`config.mk`:
```
export PLATFORM = sky130hd
export DESIGN_NAME = ball_circle_draw
export DESIGN_NICKNAME = d
export VERILOG_FILES = /design/src/rtl/ball_circle_draw.sv
export SDC_FILE = /design/constraint.sdc
export NUM_CORES = 1
export LEC_CHECK = 0
export ABC_AREA = 1
export ABC_CLOCK_PERIOD_IN_PS = 4000
export CAP_MARGIN = 20
export CORE_MARGIN = 2
export CORE_UTILIZATION = 47
export DETAILED_ROUTE_END_ITERATION = 6
export PLACE_DENSITY = 0.65
export SLEW_MARGIN = 20
export SYNTH_ARGS = -nofsm -noshare
export SYNTH_HDL_FRONTEND = slang
export SYNTH_SLANG_ARGS = --single-unit
```
`constraint.sdc`:
```
create_clock -name clock -period 4 [get_ports clock]
set_input_delay 0.8 -clock clock [delete_from_list [all_inputs] [get_ports clock]]
set_output_delay 0.8 -clock clock [all_outputs]
set_load 0.01 [all_outputs]
```
`src/rtl/ball_circle_draw.sv`:
```
// Ball renderer: erases the old ball and draws the new one with the midpoint
// circle algorithm. One pixel per clock goes to the VGA adapter; off-screen pixels are clipped.
module ball_circle_draw #(
  parameter int                   RADIUS      = 4,
  parameter int                   SCREEN_W    = 160,
  parameter int                   SCREEN_H    = 120,
  parameter int                   COLOUR_W    = 3,
  parameter logic [COLOUR_W-1:0]  BALL_COLOUR = 3'b111,
  parameter logic [COLOUR_W-1:0]  BG_COLOUR   = 3'b000,
  parameter bit                   ERASE_EN    = 1'b1
) (
  input  logic                clock,
  input  logic                reset,
  input  logic [7:0]          x,
  input  logic [6:0]          y,
  output logic [7:0]          vga_x,
  output logic [6:0]          vga_y,
  output logic [COLOUR_W-1:0] vga_colour,
  output logic                vga_plot,
  output logic                busy,
  output logic                done
);

  typedef enum logic [1:0] {S_IDLE, S_ERASE, S_DRAW} state_t;

  localparam logic signed [9:0] SW        = 10'(SCREEN_W);
  localparam logic signed [9:0] SH        = 10'(SCREEN_H);
  localparam logic signed [9:0] OX_INIT   = 10'(RADIUS);
  localparam logic signed [6:0] CRIT_INIT = 7'(1 - RADIUS);

  state_t               state_q, state_d;
  logic [7:0]           c_x_q, c_x_d, n_x_q, n_x_d;
  logic [6:0]           c_y_q, c_y_d, n_y_q, n_y_d;
  logic                 first_q, first_d;
  logic signed [9:0]    ox_q, ox_d, oy_q, oy_d;
  logic signed [6:0]    crit_q, crit_d;
  logic [2:0]           oct_q, oct_d;
  logic [7:0]           vga_x_q, vga_x_d;
  logic [6:0]           vga_y_q, vga_y_d;
  logic [COLOUR_W-1:0]  vga_colour_q, vga_colour_d;
  logic                 vga_plot_q, vga_plot_d;
  logic                 busy_q, busy_d;
  logic                 done_q, done_d;

  logic signed [9:0]    cen_x, cen_y, dx, dy, px, py;
  logic signed [9:0]    oy_n, ox_n, crit_w, crit_sum;
  logic                 in_scr, pass_end;

  always_comb begin
    // Erase uses the stored centre, draw uses the newly latched one
    cen_x = (state_q == S_ERASE) ? {2'b00, c_x_q} : {2'b00, n_x_q};
    cen_y = (state_q == S_ERASE) ? {3'b000, c_y_q} : {3'b000, n_y_q};
    dx = ox_q;
    dy = oy_q;
    case (oct_q)
      3'd0: begin dx =  ox_q; dy =  oy_q; end
      3'd1: begin dx =  oy_q; dy =  ox_q; end
      3'd2: begin dx = -ox_q; dy =  oy_q; end
      3'd3: begin dx = -oy_q; dy =  ox_q; end
      3'd4: begin dx = -ox_q; dy = -oy_q; end
      3'd5: begin dx = -oy_q; dy = -ox_q; end
      3'd6: begin dx =  ox_q; dy = -oy_q; end
      default: begin dx = oy_q; dy = -ox_q; end
    endcase
    px = cen_x + dx;
    py = cen_y + dy;
    in_scr = !px[9] && (px < SW) && !py[9] && (py < SH);

    oy_n   = oy_q + 10'sd1;
    crit_w = {{3{crit_q[6]}}, crit_q};
    if (crit_q <= 7'sd0) begin
      ox_n     = ox_q;
      crit_sum = crit_w + (oy_n <<< 1) + 10'sd1;
    end else begin
      ox_n     = ox_q - 10'sd1;
      crit_sum = crit_w + ((oy_n - ox_n) <<< 1) + 10'sd1;
    end
    pass_end = (oct_q == 3'd7) && (oy_n > ox_n);
  end

  always_comb begin
    state_d      = state_q;
    c_x_d        = c_x_q;
    c_y_d        = c_y_q;
    n_x_d        = n_x_q;
    n_y_d        = n_y_q;
    first_d      = first_q;
    ox_d         = ox_q;
    oy_d         = oy_q;
    crit_d       = crit_q;
    oct_d        = oct_q;
    vga_x_d      = '0;
    vga_y_d      = '0;
    vga_colour_d = '0;
    vga_plot_d   = 1'b0;
    busy_d       = busy_q;
    done_d       = 1'b0;
    case (state_q)
      S_IDLE: begin
        if (first_q || ({x, y} != {c_x_q, c_y_q})) begin
          n_x_d   = x;
          n_y_d   = y;
          busy_d  = 1'b1;
          state_d = (ERASE_EN && !first_q) ? S_ERASE : S_DRAW;
          ox_d    = OX_INIT;
          oy_d    = '0;
          crit_d  = CRIT_INIT;
          oct_d   = '0;
        end
      end
      S_ERASE, S_DRAW: begin
        // Clipped cycles still consume their slot so pass length is fixed
        if (in_scr) begin
          vga_plot_d   = 1'b1;
          vga_x_d      = px[7:0];
          vga_y_d      = py[6:0];
          vga_colour_d = (state_q == S_ERASE) ? BG_COLOUR : BALL_COLOUR;
        end
        oct_d = oct_q + 3'd1;
        if (oct_q == 3'd7) begin
          ox_d   = ox_n;
          oy_d   = oy_n;
          crit_d = crit_sum[6:0];
        end
        if (pass_end) begin
          if (state_q == S_ERASE) begin
            state_d = S_DRAW;
            ox_d    = OX_INIT;
            oy_d    = '0;
            crit_d  = CRIT_INIT;
            oct_d   = '0;
          end else begin
            state_d = S_IDLE;
            c_x_d   = n_x_q;
            c_y_d   = n_y_q;
            first_d = 1'b0;
            done_d  = 1'b1;
            busy_d  = 1'b0;
          end
        end
      end
      default: state_d = S_IDLE;
    endcase
  end

  always_ff @(posedge clock) begin
    if (reset) begin
      state_q      <= S_IDLE;
      c_x_q        <= '0;
      c_y_q        <= '0;
      n_x_q        <= '0;
      n_y_q        <= '0;
      first_q      <= 1'b1;
      ox_q         <= '0;
      oy_q         <= '0;
      crit_q       <= '0;
      oct_q        <= '0;
      vga_x_q      <= '0;
      vga_y_q      <= '0;
      vga_colour_q <= '0;
      vga_plot_q   <= 1'b0;
      busy_q       <= 1'b0;
      done_q       <= 1'b0;
    end else begin
      state_q      <= state_d;
      c_x_q        <= c_x_d;
      c_y_q        <= c_y_d;
      n_x_q        <= n_x_d;
      n_y_q        <= n_y_d;
      first_q      <= first_d;
      ox_q         <= ox_d;
      oy_q         <= oy_d;
      crit_q       <= crit_d;
      oct_q        <= oct_d;
      vga_x_q      <= vga_x_d;
      vga_y_q      <= vga_y_d;
      vga_colour_q <= vga_colour_d;
      vga_plot_q   <= vga_plot_d;
      busy_q       <= busy_d;
      done_q       <= done_d;
    end
  end

  assign vga_x      = vga_x_q;
  assign vga_y      = vga_y_q;
  assign vga_colour = vga_colour_q;
  assign vga_plot   = vga_plot_q;
  assign busy       = busy_q;
  assign done       = done_q;

endmodule

```
---- Yosys cells after proc, flatten, opt, wreduce, memory -nomap -nowiden ----
Index checks and enable logic that the tools add are counted.
operators by class
  reduce and logical (&&, ||, !) cells .... 25
  bitwise logic cells ..................... 4
  multiplexer cells ....................... 37
  add/sub/neg operators ................... 12
  order comparisons ....................... 4
  eq/ne operators ......................... 13
operator list
  kind                                                            count
  2-to-1 mux 10 bit                                               9
  one-hot mux 10 bit (3 select lines)                             2
  2-to-1 mux 7 bit                                                6
  one-hot mux 10 bit (2 select lines)                             2
  negation 10 bit                                                 2
  OR reduction 2 bit                                              8
  != test 15 bit                                                  1
  adder 7 x 2 -> 7 bit, second input constant                     2
  adder 7 bit                                                     2
  one-hot mux 7 bit (2 select lines)                              1
  == test 3 bit, second input constant                            4
  2-to-1 mux 3 bit                                                4
  adder 10 x 2 -> 10 bit, second input constant                   1
  adder 8 x 10 -> 10 bit                                          1
  adder 9 x 10 -> 10 bit                                          1
  greater-than comparator 10 bit                                  1
  less-than comparator 10 x 8 -> 1 bit, second input constant     1
  less-than comparator 10 x 9 -> 1 bit, second input constant     1
  subtractor 10 x 2 -> 10 bit, second input constant              1
  2-to-1 mux 2 bit                                                4
  2-to-1 mux 8 bit                                                1
  less-or-equal comparator 7 x 1 -> 1 bit, second input constant  1
  == test 3 x 2 -> 1 bit, second input constant                   2
  != test 2 bit, second input constant                            3
  other kinds (20)                                                34
storage, ports and cells
  output and inout bits ................... 21
  register bits after elaboration ......... 84
  word-level logic and storage cells ...... 111

---- Logic depth before layout (Yosys ltp) ----
Gate-level depths: netlist (run 1).
  depth after elaboration ................. 10
  depth in mapped cells ................... 25
  mapped depth without buffers ............ 24

---- Least setup slack after synthesis (run 1) ----
Ideal clock, no wire load.
  path type ............................... reg2reg
  start ................................... register oy_q[0]
  end ..................................... register vga_x_q[1], in the netlist vga_x[1]
  data required time ...................... 3.939 ns
  path buffers ............................ 1
  cell stages (with the launch flop) ...... 23
  library setup time ...................... 0.061 ns
  data arrival time ....................... 2.978 ns
  setup slack ............................. 0.961 ns
  path through ............................ dfxtp_1 inv_2 ha_1 nand3_1 nor2_1 nand2_1 xor2_1 nand2_1 o2111ai_1 o21ai_0 inv_1 ha_1 a21oi_1 a21boi_0 nand3b_1 nand2_1 inv_1 nand2_1 nand3_2 nor2_4 nand3_4 buf_12 nor2_4
on the way
  cells in the longest elaborated chain, start to end .. 9
  elaborated cells on any way between the ends .. 14
  those cells by class .................... add/sub: 3; order compare: 2; mux: 2; bitwise: 1; reduce/logical: 6
RTL lines
  what                                                                     line  source
  start: declaration                                                       35    logic signed [9:0] ox_q, ox_d, oy_q, oy_d;
  start signal: assignment                                                 172   oy_q <= oy_d;
  negation 10 bit                                                          --
  one-hot mux 10 bit (3 select lines)                                      55    case (oct_q)
  adder 9 x 10 -> 10 bit                                                   65    px = cen_x + dx;
  less-than comparator 10 x 9 -> 1 bit or zero test 1 bit (tied branches)  67    in_scr = !px[9] && (px < SW) && !py[9] && (py < SH);
  logical AND 1 bit (3 in a row)                                           67
  NOT 1 bit (no source line)                                               --
  OR reduction 3 bit (no source line)                                      --
  end signal: assignment                                                   175   vga_x_q <= vga_x_d;
  end: declaration                                                         38    logic [7:0] vga_x_q, vga_x_d;
Several ways; a longest one is shown, not always the timed one.
A chain may end at the register's enable or synchronous reset.

---- Final worst setup path (run 1) ----
  start ................................... register oct_q[1]
  end ..................................... register vga_x_q[4], in the netlist vga_x[4]
on the way
  cells in the longest elaborated chain, start to end .. 10
  elaborated cells on any way between the ends .. 26
  those cells by class .................... add/sub: 2; order compare: 2; eq/ne: 6; mux: 2; bitwise: 1; reduce/logical: 13
RTL lines
  what                                                                     line  source
  start: declaration                                                       37    logic [2:0] oct_q, oct_d;
  start signal: assignment                                                 174   oct_q <= oct_d;
  == test 3 bit, or another cell as far along                              55
  OR reduction 2 bit (no source line)                                      --
  one-hot mux 10 bit (3 select lines)                                      55
  adder 9 x 10 -> 10 bit                                                   65
  less-than comparator 10 x 9 -> 1 bit or zero test 1 bit (tied branches)  67
  logical AND 1 bit (3 in a row)                                           67
  NOT 1 bit (no source line)                                               --
  OR reduction 3 bit (no source line)                                      --
Several ways; a longest one is shown, not always the timed one.

==> impl_metrics.toml, run 1 <==
[synthesis]
synth_top_family_by_area = "simple AND/OR/NAND/NOR gates"
synth_cells = 1025
yosys_warnings = 0
syn_area_um2 = 6802
synthSimpleGateAreaFrac_pct = 31.49
synth_edf_count = 0
syn_nets = 1098
ys_seq_elements = 82
synth-xor-area-share_pct = 3.348
synth_async_sr_flop_share_pct = 0
ys_types = 51
synthMuxAreaShare_pct = 0
synth_ff_type = "dfxtp_1"
ys_seq_area_share_pct = 24.14
synthAdderAreaFrac_pct = 10.85
synth_compound_area_share_pct = 19.57
avgSynthCellArea_um2 = 6.636

[clocking]
cts_root_buf = "clkbuf_16"
cts_tree = "done"
cts.clk_slew.worst_paths_ns = 0.07
cts_buffers = 9
insertion_delay_ns = 0.36
clock-sinks = 82
clockBufferDepth = 2
hold_buffers = 0
cts-htree-levels = 3

[drt]
num_vias = 6660
drc = 0
dr_wl_met3_um = 1119
vias_per_cell = 5.337
top_layer_used = "met4"
wl_met2_um = 8270
avgRoutedWirePerCell_um = 15.31
met1Wirelength_um = 9446
firstDrtPassIters = 5
ant_nets = 0
drtIter0Drc = 572
wl_um = 19100

[worst_setup_path]
crit_path_end_kind = "flop"
critPathMaxFanout = 11
cp.required_ns = 4.29
crit_type = "reg -> reg"
startpoint_type = "flop"
critPathArrivalTime_ns = 3.77

[min_path]
min_path_type = "reg -> reg"

[die]
initial_core_util_pct = 48.62
io_pins = 38
die_area_um2 = 15450
die_x_um = 124.3
die_h_um = 124.3
core_um2 = 13990
row_count = 43

[power_and_ir_drop]
p_total_uw = 2752
p_leak_uw = 0.003602
ir_drop_uv = 205.5
powerDensity_nw_per_um2 = 357.7

[timing]
setup_viol = 0
finalClockSkew_ns = 0.01252
tightestPinTransition_ns = 0.7522
setup_tns_ns = 0
period_needed_ns = 3.478
grt_setup_unrepaired = "false"
fmax_mhz = 287.5
timing.max_slew.rel_slack_pct = 49.70
fin_crit_sh_pct = 86.96
hold_viol = 0
drv_slew = 0

[layout]
drive_above_1_share_pct = 11.52
num-fill-cells = 1387
post_layout_nonfiller_instances = 1248
design_area_um2 = 7694
synthToLayoutAreaGrowth_pct = 13.12
final_nets = 1136
diodes = 0
final_util_pct = 55.00

[global_route]
grt_max_degree = 50
antenna_found_initial = 0
grt_use_total_pct = 24.93
grt_remaining_overflow = 0
grt_pass1_vias = 6063
grt_first_pass_wirelength_um = 31460

[placed_design]
dp_hpwl_um = 14680
dp.cells = 1230
dpl-instance-area_um2 = 7370
gp_congestion = 0.9258
port_buffers = 37

[outcome]
outcome = "completed"

[run]
maxCapViolations = 0
==> through the flow <==
stage               hold slack (ns)  setup slack, ns
global route                 0.5043           0.1602
detailed placement           0.4674           0.3389
finish                       0.4803           0.5217
CTS                          0.4792           0.2912
global placement             0.4650           0.3478
floorplan                    0.4437           0.9610
==> metal layers <==
metal | vias up | track usage [%]
li1 | 3456 | -
met1 | 3007 | 36.71
met2 | 177 | 38.12
met3 | 20 | 3.608
met4 | 0 | 6.477
met5 | - | 0
==> cells in the mapped netlist (7+ instances only) <==
master	number	area (um^2)
xnor2_1	9	78.83
nor2_4	17	191.4
o21ai_0	119	595.6
nand3_2	7	70.07
dfxtp_1	82	1642
nand4_1	14	87.58
inv_1	110	412.9
nand2_1	238	893.4
xor2_1	17	148.9
o211ai_1	7	52.55
a21oi_1	68	340.3
clkbuf_1	21	78.83
inv_2	18	67.56
ha_1	51	638.1
o21ai_1	9	45.04
o2111ai_1	10	87.58
nand3_1	57	285.3
nor2_1	82	307.8
nand2_2	17	106.4
==> flip-flops by register name, indices dropped and copies added, names as in the netlist <==
signal and cells:
ox_q 10, oct_q 3, crit_q 7, done 1, n_x_q 8, c_y_q 7
busy 1, state_q 2, n_y_q 7, vga_x 8, c_x_q 8, first_q 1
vga_colour 1, vga_y 7, oy_q 10, vga_plot 1
==> worst max-delay path, cell delays in order, from the launching register on <==
cell,delay [ns]
dfxtp_1,0.34
inv_1,0.10
ha_1,0.27
nand2_1,0.09
nand2_2,0.26
o21ai_0,0.12
o21ai_0,0.17
ha_1,0.26
inv_1,0.07
fa_1,0.42
inv_1,0.11
nand4_1,0.13
nand3_1,0.13
nand2_1,0.06
nand2_1,0.13
nand2_1,0.07
nand2_1,0.07
nand3_2,0.09
nor2_4,0.13
nand3_4,0.13
buf_12,0.19
nor2_4,0.07
==> layout by cell type (no fill, tap or decap), types with 10 or more instances in the layout <==
| cell type | instances |
|---|---|
| a21oi_1 | 68 |
| buf_4 | 25 |
| clkdlybuf4s50_1 | 37 |
| dfxtp_1 | 82 |
| ha_1 | 51 |
| inv_1 | 110 |
| inv_2 | 18 |
| nand2_1 | 238 |
| nand2_2 | 17 |
| nand3_1 | 57 |
| nand4_1 | 14 |
| nor2_1 | 82 |
| nor2_4 | 17 |
| o2111ai_1 | 10 |
| o21ai_0 | 119 |
| xor2_1 | 16 |
==> final timing paths <==
kind                                            start                   end  slack, ns  depth (start not counted)
worst min-delay path             ox_q[9]$_SDFFE_PP0P_  ox_q[9]$_SDFFE_PP0P_       0.48                          2
worst max-delay path            oct_q[1]$_SDFFE_PP0P_   vga_x[4]$_SDFF_PP0_       0.52                         21
worst max register to register  oct_q[1]$_SDFFE_PP0P_   vga_x[4]$_SDFF_PP0_       0.52                         21
worst min register to register   ox_q[9]$_SDFFE_PP0P_  ox_q[9]$_SDFFE_PP0P_       0.48                          2
==> area by class of cell <==
cell class,instances,area [um^2],area share [%]
repair buffers,63,578.1,7.513
clock buffers,10,239.0,3.106
inverters,133,513.0,6.668
clock inverters,6,50.05,0.6505
flip-flops and latches,82,1642,21.34
multi-input cells,774,4447,57.80
well taps,180,225.2,2.927
==> logic make-up (layout without fill, tap and decap cells) <==
| logic type | count (synthesis) | in the layout |
|---|---|---|
| simple gates | 452 | 452 |
| compound gates | 240 | 240 |
| buf+inv | 169 | 212 |
| flops | 82 | 82 |
| fa+ha+maj | 56 | 56 |
| xor+xnor | 26 | 26 |
==> power breakdown <==
| group | switching, uW | leakage, uW | internal (uW) |
|---|---|---|---|
| Clock | 380 | 0.000141 | 446 |
| Sequential | 40.8 | 0.000668 | 866 |
| Combinational | 653 | 0.00279 | 366 |
| Total | 1070 | 0.00360 | 1680 |
==> repair_timing <==
| action | 4_1_cts | 5_1_grt |
|---|---|---|
| setup buffers | 0 | 2 |
| gates resized for setup | 0 | 1 |
| endpoints found under the setup margin | 0 | 16 |
| endpoints found under the hold margin | 0 | 0 |
No activity file was read; power rests on OpenSTA's default activity.
==> run 2: changes to the inputs <==
--- a/config.mk
+++ b/config.mk
@@ -5,14 +5,13 @@
 export SDC_FILE = /design/constraint.sdc
 export NUM_CORES = 1
 export LEC_CHECK = 0
-export ABC_AREA = 1
+export ABC_AREA = 0
 export ABC_CLOCK_PERIOD_IN_PS = 4000
 export CAP_MARGIN = 20
 export CORE_MARGIN = 2
 export CORE_UTILIZATION = 47
 export DETAILED_ROUTE_END_ITERATION = 6
 export PLACE_DENSITY = 0.65
-export SLEW_MARGIN = 20
 export SYNTH_ARGS = -nofsm -noshare
 export SYNTH_HDL_FRONTEND = slang
 export SYNTH_SLANG_ARGS = --single-unit
==> run 2 against run 1 <==
Effect of this change: sequential cell count unchanged; die area down 0.85%; sequential power up 7.2%; non-clock buffer count up 37; synthesized area down 0.88%; maximum frequency down 10%; total power up 31%; final area up 4.5%; first-iteration DRC count down 19%; clock-buffer cell count unchanged; core utilization up 2.7 points; worst hold slack better by 0.0025 ns.
==> impl_metrics.toml, run 2 <==
[drt]
drc = 0
vias_per_cell = 6.018
firstDrtPassIters = 6
drtIter0Drc = 462
wl_um = 19610
ant_nets = 0
num_vias = 6518
avgRoutedWirePerCell_um = 18.11

[synthesis]
synth_edf_count = 0
synth_ff_type = "dfxtp_1"
yosysMostFrequentCell = "nor2_1"
synthTopCellsByArea = "dfxtp_1, ha_1, mux2i_1, nor2_1, o21ai_0"
synth_common_cells = "nor2_1, dfxtp_1, nand2_1, o21ai_0"
syn_area_um2 = 6741
avgSynthCellArea_um2 = 8.035
synth_top_area_share_pct = 24.35
ys_types = 80
yosys.area.top_type = "dfxtp_1"
syn_nets = 912
synth_cells = 839
ys_seq_area_share_pct = 24.35
ys_seq_elements = 82
synth_async_sr_flop_share_pct = 0
yosys_warnings = 0

[power_and_ir_drop]
p_seq_share_pct = 26.8
p_comb_share_pct = 50.3
p_int_uw = 2131
p_sw_share_pct = 41.08
powerDensity_nw_per_um2 = 449.8
p_leak_uw = 0.003285
clockPowerShare_pct = 22.9
p_total_uw = 3616
p_switching_uw = 1486
ir_drop_uv = 268.3

[die]
die_area_um2 = 15320
die_h_um = 123.8
row_count = 43
die_x_um = 123.8
io_pins = 38
core_um2 = 13930
initial_core_util_pct = 48.38

[clocking]
cts.clk_slew.worst_paths_ns = 0.07
hold_buffers = 0
clock-sinks = 82
cts_tree = "done"
clockBufferDepth = 2
insertion_delay_ns = 0.36
cts_buffers = 9
cts-htree-levels = 3
cts_root_buf = "clkbuf_16"

[timing]
fin_hold_ws_ns = 0.4827
timing.max_slew.rel_slack_pct = 31.12
finalClockSkew_ns = 0.01270
drv_slew = 0
fin_crit_sh_pct = 96.73
tightestPinTransition_ns = 1.033
hold_viol = 0
setup_viol = 0
fmax_mhz = 258.5
period_needed_ns = 3.869

[placed_design]
port_buffers = 37
dp_hpwl_um = 14920
gp_congestion = 0.9104

[layout]
reg.largest.list = "ox_q x10, oy_q x10"
multi_input_area_um2 = 4873
num-fill-cells = 1228
drive_above_1_share_pct = 16.94
final_nets = 971
final_cell_mix = "nor2_1, dfxtp_1, nand2_1"
synthToLayoutAreaGrowth_pct = 19.25
final_common_cell = "nor2_1"
seq_area_um2 = 1643
diodes = 0

[worst_setup_path]
r2r_cells = 16
cp.required_ns = 4.28
timing.rr.end = "vga_x[4]$_SDFF_PP0_"
startpoint_type = "flop"
rrSetupSlack_ns = 0.13
critPathArrivalTime_ns = 4.15
r2r_start = "oct_q[1]$_SDFFE_PP0P_"
crit_type = "reg -> reg"
critPathMaxFanout = 6
crit_path_end_kind = "flop"

[run]
maxCapViolations = 0

[global_route]
grt_max_degree = 40
grt_remaining_overflow = 0
antenna_found_initial = 0
grt_use_total_pct = 26.16
grt_first_pass_wirelength_um = 31040
grt_pass1_vias = 6202

[min_path]
holdCritStartpoint = "busy$_SDFFE_PP0P_"
min_path_type = "reg -> reg"
hold_path_end = "busy$_SDFFE_PP0P_"
worstHoldPathCells = 2

[outcome]
outcome = "completed"
-- run 2: cell count changes after synthesis, sizes merged, moves of 27 or more --
cell,before,now
nor3,1,28
o21ai,131,52
nand2,259,64
nand3,66,23
mux2i,0,37
inv,130,34
-- run 2: critical path, stage by stage (launching register included) --
cell and delay (ns):
dfxtp_1 0.38, inv_1 0.08, ha_1 0.20, nor2b_1 0.19
or2_4 0.28, buf_4 0.15, o21ai_0 0.24, nand3_1 0.20
ha_2 0.43, a21boi_1 0.25, o311a_1 0.30, nor4_1 0.09
a211oi_1 0.27, buf_4 0.20, o2111ai_4 0.15, buf_4 0.21
nor3b_2 0.16
-- run 2: cell families (layout without fill, tap and decap cells) --
group | count (synthesis) | after routing | share of synthesized area (%)
xor gates and xnor gates | 51 | 51 | 6.830
DFF | 82 | 82 | 24.35
buffers and inverters | 89 | 152 | 5.642
adders and majority gates | 56 | 56 | 10.95
AOI/OAI and AO/OA | 218 | 219 | 21.86
muxes | 54 | 54 | 8.333
and+or+nand+nor | 289 | 289 | 22.03
-- run 2: what timing repair did --
| action | in CTS | in global routing |
|---|---|---|
| endpoints found under the setup margin | 9 | 17 |
| pin swaps | 1 | 5 |
| resized for setup | 5 | 28 |
| hold endpoints to repair | 0 | 0 |
| gates cloned | 0 | 1 |
| buffers inserted | 1 | 1 |
-- run 2: final cells by class --
| cell class | count | area share, % |
|---|---|---|
| Clock buffer | 10 | 2.973 |
| Clock inverter | 6 | 0.7004 |
| Timing Repair Buffer | 100 | 10.79 |
| Tap cell | 180 | 2.802 |
| Sequential cell | 82 | 20.44 |
| Inverter | 36 | 1.681 |
| Multi-Input combinational cell | 669 | 60.62 |
-- run 2: how the worst max path moves through the flow --
| stage | slack [ns] | cells past startpoint | startpoint | endpoint |
|---|---|---|---|---|
| after detailed placement | -0.06 | 17 | oct_q[0]$_SDFFE_PP0P_ | vga_x[5]$_SDFF_PP0_ |
| after CTS | 0.006 | 17 | oct_q[0]$_SDFFE_PP0P_ | vga_x[0]$_SDFF_PP0_ |
| final | 0.13 | 16 | oct_q[1]$_SDFFE_PP0P_ | vga_x[4]$_SDFF_PP0_ |
| after global placement | 0.11 | 16 | oct_q[1]$_SDFFE_PP0P_ | vga_y[1]$_SDFF_PP0_ |
| after floorplan | 0.10 | 17 | oct_q[2]$_SDFFE_PP0P_ | vga_x[7]$_SDFF_PP0_ |
| after global routing | -0.05 | 16 | oct_q[0]$_SDFFE_PP0P_ | vga_x[2]$_SDFF_PP0_ |
-- run 2: stage by stage --
step / setup TNS [ns] / setup WS, ns / utilization, % / instances / instance area (um^2)
final: 0 / 0.1308 / 57.69 / 1083 / 8039
after global routing: -0.1537 / -0.05083 / 57.69 / 1083 / 8039
after CTS: 0 / 0.005549 / 56.73 / 1081 / 7905
after detailed placement: -0.3255 / -0.06292 / 54.45 / 1064 / 7587
after global placement: 0 / 0.1141 / 54.45 / 1064 / 7587
after floorplan: 0 / 0.1044 / - / 839 / 6754
-- run 2: power by group through the flow --
stage | clock network [uW] | registers (uW) | logic (uW)
2_1_floorplan | 0 | 979 | 1190
3_3_place_gp | 0 | 982 | 1690
3_5_place_dp | 0 | 989 | 1730
4_1_cts | 849 | 970 | 1750
5_1_grt | 878 | 982 | 1980
6_report | 826 | 971 | 1820
-- run 2: routing by layer --
layer | GRT usage [%] | part of all wire, %
met5 | 0 | 0
met3 | 5.907 | 6.4
met1 | 32.09 | 43
met2 | 44.30 | 48
met4 | 10.51 | 2.8
